### src/rtl/fifo_pkg.sv
// fifo_pkg: shared types and helpers for the FIFO drain controller.
package fifo_pkg;

  typedef enum logic [1:0] {
    IDLE  = 2'd0,
    DRAIN = 2'd1,
    FLUSH = 2'd2,
    DONE  = 2'd3
  } drain_state_t;

  // Width of a counter that must hold every value 0..depth inclusive.
  function automatic int cnt_width(input int depth);
    return $clog2(depth + 1);
  endfunction

endpackage

### src/rtl/drain_out_reg.sv
// drain_out_reg: single-entry valid/ready holding register for drained beats.
// Optional m_last sideband is present when DRAIN_TLAST_EN is defined.
module drain_out_reg
  import fifo_pkg::*;
#(
  parameter int BITS = 64
) (
  input  logic            clk,
  input  logic            rst,
  input  logic            load,
  input  logic            accept,
  input  logic [BITS-1:0] d_data,
`ifdef DRAIN_TLAST_EN
  input  logic            d_last,
  output logic            m_last,
`endif
  output logic            m_valid,
  output logic [BITS-1:0] m_data
);

  // Load a new beat, or empty the register once the held beat is taken.
  // A stalled beat is never overwritten because load requires the slot to free up.
  always_ff @(posedge clk) begin
    if (rst) begin
      m_valid <= 1'b0;
      m_data  <= '0;
`ifdef DRAIN_TLAST_EN
      m_last  <= 1'b0;
`endif
    end else if (load) begin
      m_valid <= 1'b1;
      m_data  <= d_data;
`ifdef DRAIN_TLAST_EN
      m_last  <= d_last;
`endif
    end else if (accept) begin
      m_valid <= 1'b0;
`ifdef DRAIN_TLAST_EN
      m_last  <= 1'b0;
`endif
    end
  end

endmodule

### src/rtl/fifo_drain.sv
// fifo_drain: read-side controller that unloads DEPTH entries of the
// shift-register delay FIFO, oldest first, onto a valid/ready stream.
// Optional m_last output is enabled by defining DRAIN_TLAST_EN.
//
//   state | meaning
//   ------+--------------------------------------------------------
//   IDLE  | waiting for start; remaining held at 0
//   DRAIN | shifting entries into the output register
//   FLUSH | all entries shifted out, waiting for last beat accept
//   DONE  | one-cycle completion pulse, then back to IDLE
module fifo_drain
  import fifo_pkg::*;
#(
  parameter int DEPTH = 8,
  parameter int BITS  = 64
) (
  input  logic            clk,
  input  logic            rst,
  input  logic            start,
  output logic            busy,
  output logic            done,
  output logic            fifo_en,
  output logic [BITS-1:0] fifo_d,
  input  logic [BITS-1:0] fifo_q,
  output logic            m_valid,
  input  logic            m_ready,
  output logic [BITS-1:0] m_data
`ifdef DRAIN_TLAST_EN
  ,
  output logic            m_last
`endif
);

  localparam int CW = cnt_width(DEPTH);

  drain_state_t  state;
  logic [CW-1:0] remaining;
  logic          load;
  logic          accept;

  assign accept = m_valid && m_ready;
  // Reset gates the shift immediately so an aborted drain never advances the FIFO.
  assign load    = !rst && (state == DRAIN) && (remaining != '0) && (!m_valid || m_ready);
  assign fifo_en = load;
  assign fifo_d  = '0;

  // Sequencer: entry counter, state transitions and registered busy/done.
  always_ff @(posedge clk) begin
    if (rst) begin
      state     <= IDLE;
      remaining <= '0;
      busy      <= 1'b0;
      done      <= 1'b0;
    end else begin
      done <= 1'b0;
      case (state)
        IDLE: begin
          if (start) begin
            remaining <= CW'(DEPTH);
            state     <= DRAIN;
            busy      <= 1'b1;
          end
        end
        DRAIN: begin
          if (load) begin
            remaining <= remaining - CW'(1);
            if (remaining == CW'(1)) state <= FLUSH;
          end
        end
        FLUSH: begin
          if (accept) begin
            state <= DONE;
            done  <= 1'b1;
          end
        end
        DONE: begin
          state <= IDLE;
          busy  <= 1'b0;
        end
        default: state <= IDLE;
      endcase
    end
  end

  drain_out_reg #(.BITS(BITS)) u_out (
    .clk     (clk),
    .rst     (rst),
    .load    (load),
    .accept  (accept),
    .d_data  (fifo_q),
`ifdef DRAIN_TLAST_EN
    .d_last  (remaining == CW'(1)),
    .m_last  (m_last),
`endif
    .m_valid (m_valid),
    .m_data  (m_data)
  );

endmodule

### config.mk
export PLATFORM = sky130hd
export DESIGN_NAME = fifo_drain
export DESIGN_NICKNAME = d
export VERILOG_FILES = /design/src/rtl/fifo_pkg.sv /design/src/rtl/drain_out_reg.sv /design/src/rtl/fifo_drain.sv
export SDC_FILE = /design/constraint.sdc
export NUM_CORES = 1
export LEC_CHECK = 0
export CAP_MARGIN = 0
export CELL_PAD_IN_SITES_DETAIL_PLACEMENT = 2
export CELL_PAD_IN_SITES_GLOBAL_PLACEMENT = 2
export CORE_MARGIN = 4
export CORE_UTILIZATION = 19
export CTS_BUF_LIST = sky130_fd_sc_hd__clkbuf_4 sky130_fd_sc_hd__clkbuf_8 sky130_fd_sc_hd__clkbuf_16
export DETAILED_ROUTE_END_ITERATION = 16
export GPL_ROUTABILITY_DRIVEN = 1
export PLACE_DENSITY_LB_ADDON = 0.25
export SETUP_SLACK_MARGIN = 0.02
export SKIP_CTS_REPAIR_TIMING = 1
export SLEW_MARGIN = 20
export SYNTH_ARGS = -nofsm -noshare
export SYNTH_HDL_FRONTEND = slang
export SYNTH_SLANG_ARGS = --single-unit
### constraint.sdc
create_clock -name clk -period 1.8 [get_ports clk]
set_clock_uncertainty 0.1 [all_clocks]
set_input_delay 0.18 -clock clk [delete_from_list [all_inputs] [get_ports clk]]
set_output_delay 0.18 -clock clk [all_outputs]
set_load 0.01 [all_outputs]
Yosys cells after proc, flatten, opt, wreduce, memory -nomap -nowiden. Index checks and enable logic that the tools add are counted.

Add/subtract/negate cells: 1. Equality and inequality tests: 8. Multiplexer cells: 13. Bitwise gates (word level): 1. Reductions and logical operators: 16.

Operators by type and width (number): 2-to-1 mux 2 bit (4); 2-to-1 mux 4 bit (2); one-hot mux 2 bit (4 select lines) (1); one-hot mux 4 bit (2 select lines) (1); != test 2 bit (second input constant) (3); nonzero test 2 bit (3); equality test 2 bit (second input constant) (2); equality test 4 x 1 -> 1 bit (second input constant) (1); logical AND 1 bit (4); 2-to-1 mux 1 bit (4); AND reduction 4 bit (1); nonzero test 4 bit (1); subtractor 4 x 1 -> 4 bit (second input constant) (1); AND reduction 3 bit (1); equality test 2 x 1 -> 1 bit (second input constant) (1); logical NOT 1 bit (2); logical NOT 2 bit (1); != test 2 x 1 -> 1 bit (second input constant) (1); one-hot mux 1 bit (2 select lines) (1); AND reduction 2 bit (1); OR reduction 2 bit (1); logical OR 1 bit (1); inverter 1 bit (1).

Bits in registers: 73. Input bits: 68. Output and inout port bits: 132. Logic and storage cells: 45.

Depth between registers and ports, before layout.
Depth after elaboration: 6. Mapped depth: 9.

Hierarchy. Synthesis repeated with hierarchy kept, for this count alone.

Cell total of the unflattened synthesis: 334. Area total of the unflattened synthesis: 3344.5 um^2.

Modules (own cells, without submodules): drain_out_reg (instances 1, cells an instance 210, area each 2344.7 um^2, seq. area each 1301.2 um^2); fifo_drain (instances 1, cells an instance 124, area each 999.7 um^2, seq. area each 160.2 um^2).

Worst setup path before layout. OpenSTA, ideal clock, no wires.

Kind: reg2reg. From: register remaining[0]. To: register remaining[1]. Setup time: 0.074 ns. Arrival time: 1.464 ns. Slack: 0.162 ns. Stages on the path, launching flop included: 7. Clock period less this slack: 1.638 ns. Path through: dfxtp_1 -> inv_1 -> ha_1 -> nand2b_1 -> o211ai_4 -> or4_1 -> a31oi_1.

Longest elaborated chain between the ends: 5.

RTL lines: start: declaration (line fifo_drain.sv:37) `logic [CW-1:0] remaining;`; start signal: assignment (line fifo_drain.sv:59) `remaining <= CW'(DEPTH);`; start signal: assignment (line fifo_drain.sv:66) `remaining <= remaining - CW'(1);`; parallel branches: the longest is 5 deep, another holds subtractor 4 x 1 -> 4 bit.

Several ways; the timed one is not identified. The select of a mux whose other input is x is not followed. A chain may end at the register's enable or synchronous reset.

Worst setup path in the final report.
From: register remaining[1]. To: output port fifo_en.

Longest elaborated chain between the ends: 3.

RTL lines: nonzero test 4 bit (line fifo_drain.sv:43) `assign load = !rst && (state == DRAIN) && (remaining != '0) && (!m_valid || m_ready);`; logical AND 1 bit (2 in series) (line fifo_drain.sv:43); end: declaration (line fifo_drain.sv:22) `output logic fifo_en,`.

Every way passes these cells.

==> run metrics <==
CP peak stage delay=0.32 ns; worst-case clock buffer depth=2; grt total ovfl=0; RR Startpoint=remaining[1]$_SDFFE_PP0P_; P&R area growth vs syn=55.1%; clock root buffer=clkbuf_16; P_sw=1.65 mW; RR Endpoint=remaining[0]$_SDFFE_PP0P_; Post-synth ARST share=0%; Synth area leaders=dfxtp_1 (45%), buf_4 (16%), nand2_1 (16%); final WL=11,500 um; Post-Syn Instances=412; clock power share=33.0%; Static Leakage=1.86 nW; Int Power=3.57 mW; cell area after synthesis=0.00326 mm^2; chip height=139 um; Worst Path Arrival=1.44 ns; Post-synth EDFFs=0; max frequency=0.583 GHz; post-synthesis sequential area ratio=44.8%; path depth of the worst reg2reg path=8; I/O Buffers=135; reg2reg setup slack=0.10 ns; worst skew pair latency=0.34 ns; CTS buffer count=9; CP endpoint=fifo_en; most used cell, CP=inv_2; Final ANT Viol Nets=0; Worst Hold Class=in2reg; count leader, synth=nand2_1; status=finished clean; # rows=47; Comb power frac=30.3%; dpl hpwl=8640 um; DR pass1 iterations=4; gpl congestion=0.753; Ports=200; Tmin final=1.72 ns; CP max FO=4; YS warnings=0; area share of the largest cell type after synthesis=44.8%; final setup vio count=0; initial antenna violation count=0; diode count=0; Clock Sinks=73; layout cell share with drive strength beyond 1=9.80%; H-tree Lvls=3; Layout Utilization=30.3%; drt wl/cell=14.8 um; pins over their slew limit=0; largest net degree at the start of global routing=55; Initial Utilization=19.5%; synth cell count leaders=nand2_1 (137), dfxtp_1 (73), buf_4 (70); first-pass GRT wire length=18,200 um; Unique masters post-synth=31; Pwr Density=1030 mW/mm^2; number of nets in the layout=631; vias in the first global route=3,329; Peak supply drop=0.524 mV; initial drt markers=85; type of the worst setup path=reg2out; Synth area leader=dfxtp_1; area of the core=0.0167 mm^2; clock slew at reported path FFs=0.06 ns; Slew HR=60.2%; Worst Setup SP=remaining[1]$_SDFFE_PP0P_; Max-cap violations=0; Max stage delay cell, worst path=dfxtp_1; period utilisation layout=95.3%; Hold Vio Cnt, Final=0; Startpoint Class=register; crit end category=primary output; GR Util All Layers=11.9%; RSZ-0062 raised after global routing=true; post-synthesis sequential element count=73; Reg power frac=36.6%; Die Width=139 um; Die Footprint=0.0193 mm^2; Worst Tran Pin Value=0.596 ns; switching share of total power=31.5%; crit-path cells=inv_2 -> ha_4 -> nand2b_4 -> o211ai_4 -> inv_2 -> buf_6; CTS tree=yes; Critical Path RT=1.52 ns; fillers=1,907; routed vias=3,043; vias per cell=3.90; Worst Hold Slack=0.152 ns; Avg Inst Size Synth=7.91 um^2; Top FF cell, synth=dfxtp_1; DRC violations left=0
-- cells in the final DEF (no fill, tap or decap), types with 2 or more instances in the layout --
master,synthesis,final
ha_4,0,2
nand2b_1,3,2
buf_6,0,4
dfxtp_1,73,70
conb_1,1,64
inv_2,1,4
or3_1,2,2
buf_4,70,15
clkinv_2,0,3
a31oi_1,2,2
a21oi_1,66,65
dfxtp_2,0,2
nand2_1,137,137
nand3_1,4,4
buf_12,0,2
clkdlybuf4s50_1,0,133
clkbuf_8,0,2
ha_1,7,5
nor2_1,3,3
o21ai_0,4,4
clkinvlp_4,0,2
inv_1,7,4
clkbuf_16,0,9
-- logic make-up (layout without fill, tap and decap cells) --
logic type	after synthesis	in the layout	synth area share [%]
compound gates	81	81	13.9
simple gates	156	156	19.3
buf+inv	94	180	19.2
fa+ha+maj	7	7	2.69
flops	73	73	44.8
other cells	1	64	0.115
-- power groups by stage --
stage / clock (mW) / sequential (mW) / combinational, mW
2_1_floorplan: 0 / 1.98 / 0.792
3_3_place_gp: 0 / 1.92 / 1.48
3_5_place_dp: 0 / 1.94 / 1.54
4_1_cts: 1.80 / 1.90 / 1.54
5_1_grt: 1.89 / 1.94 / 1.77
6_report: 1.73 / 1.91 / 1.58
-- metrics by stage --
stage	power, mW	instance area [um^2]	instances	setup TNS, ns	setup WS, ns
global route	5.59	5060	781	-0.00264	-0.00264
detailed placement	3.47	4690	763	-5.90	-0.150
global placement	3.41	4690	763	-4.68	-0.105
finish	5.22	5060	781	0	0.0846
floorplan	2.78	3500	475	0	0.162
CTS	5.24	4970	779	-5.38	-0.373
-- flip-flops by register name, summed over array words and instances (netlist names) --
signal	count
busy	1
u_out.m_data	64
u_out.m_valid	1
remaining	4
state	2
done	1
-- routing by layer --
metal / wire length, um / global-route usage (%) / part of all wire, % / up-vias
met3: 600 / 3.14 / 5.2 / 11
met1: 4850 / 13.6 / 42 / 1443
met5: 0 / 0 / 0 / -
li1: - / - / - / 1483
met2: 5870 / 20.9 / 51 / 106
met4: 207 / 5.10 / 1.8 / 0
-- worst min path at each step --
stage                                             start                       endpoint  slack, ns  cells past startpoint
after CTS                                           rst     u_out.m_valid$_SDFFE_PP0P_       0.15                      4
after floorplan                                 m_ready     u_out.m_valid$_SDFFE_PP0P_       0.19                      1
final                                               rst     u_out.m_valid$_SDFFE_PP0P_       0.15                      4
after global placement     u_out.m_data[1]$_SDFFE_PP0P_   u_out.m_data[1]$_SDFFE_PP0P_       0.34                      2
after detailed placement  u_out.m_data[13]$_SDFFE_PP0P_  u_out.m_data[13]$_SDFFE_PP0P_       0.35                      2
after global routing                                rst     u_out.m_valid$_SDFFE_PP0P_       0.19                      4
-- final cells by class --
type                       instances  area, um^2  share of cell area, %
multi-input combinational        308        1450                   28.7
clock inverter                     5        30.0                  0.594
sequential                        73        1470                   29.0
clock buffer                      11         253                   5.00
tap                              220         275                   5.44
timing repair buffer             156        1550                   30.6
inverter                           8        30.0                  0.594
-- worst max-delay path, delay by kind of cell (launching register included) --
family	cells	cell delay (ns)
adders and majority gates	1	0.15
and+or+nand+nor	1	0.06
buffers and inverters	3	0.29
DFF	1	0.32
AOI/OAI and AO/OA	1	0.27
No activity file was read; power rests on OpenSTA's default activity.
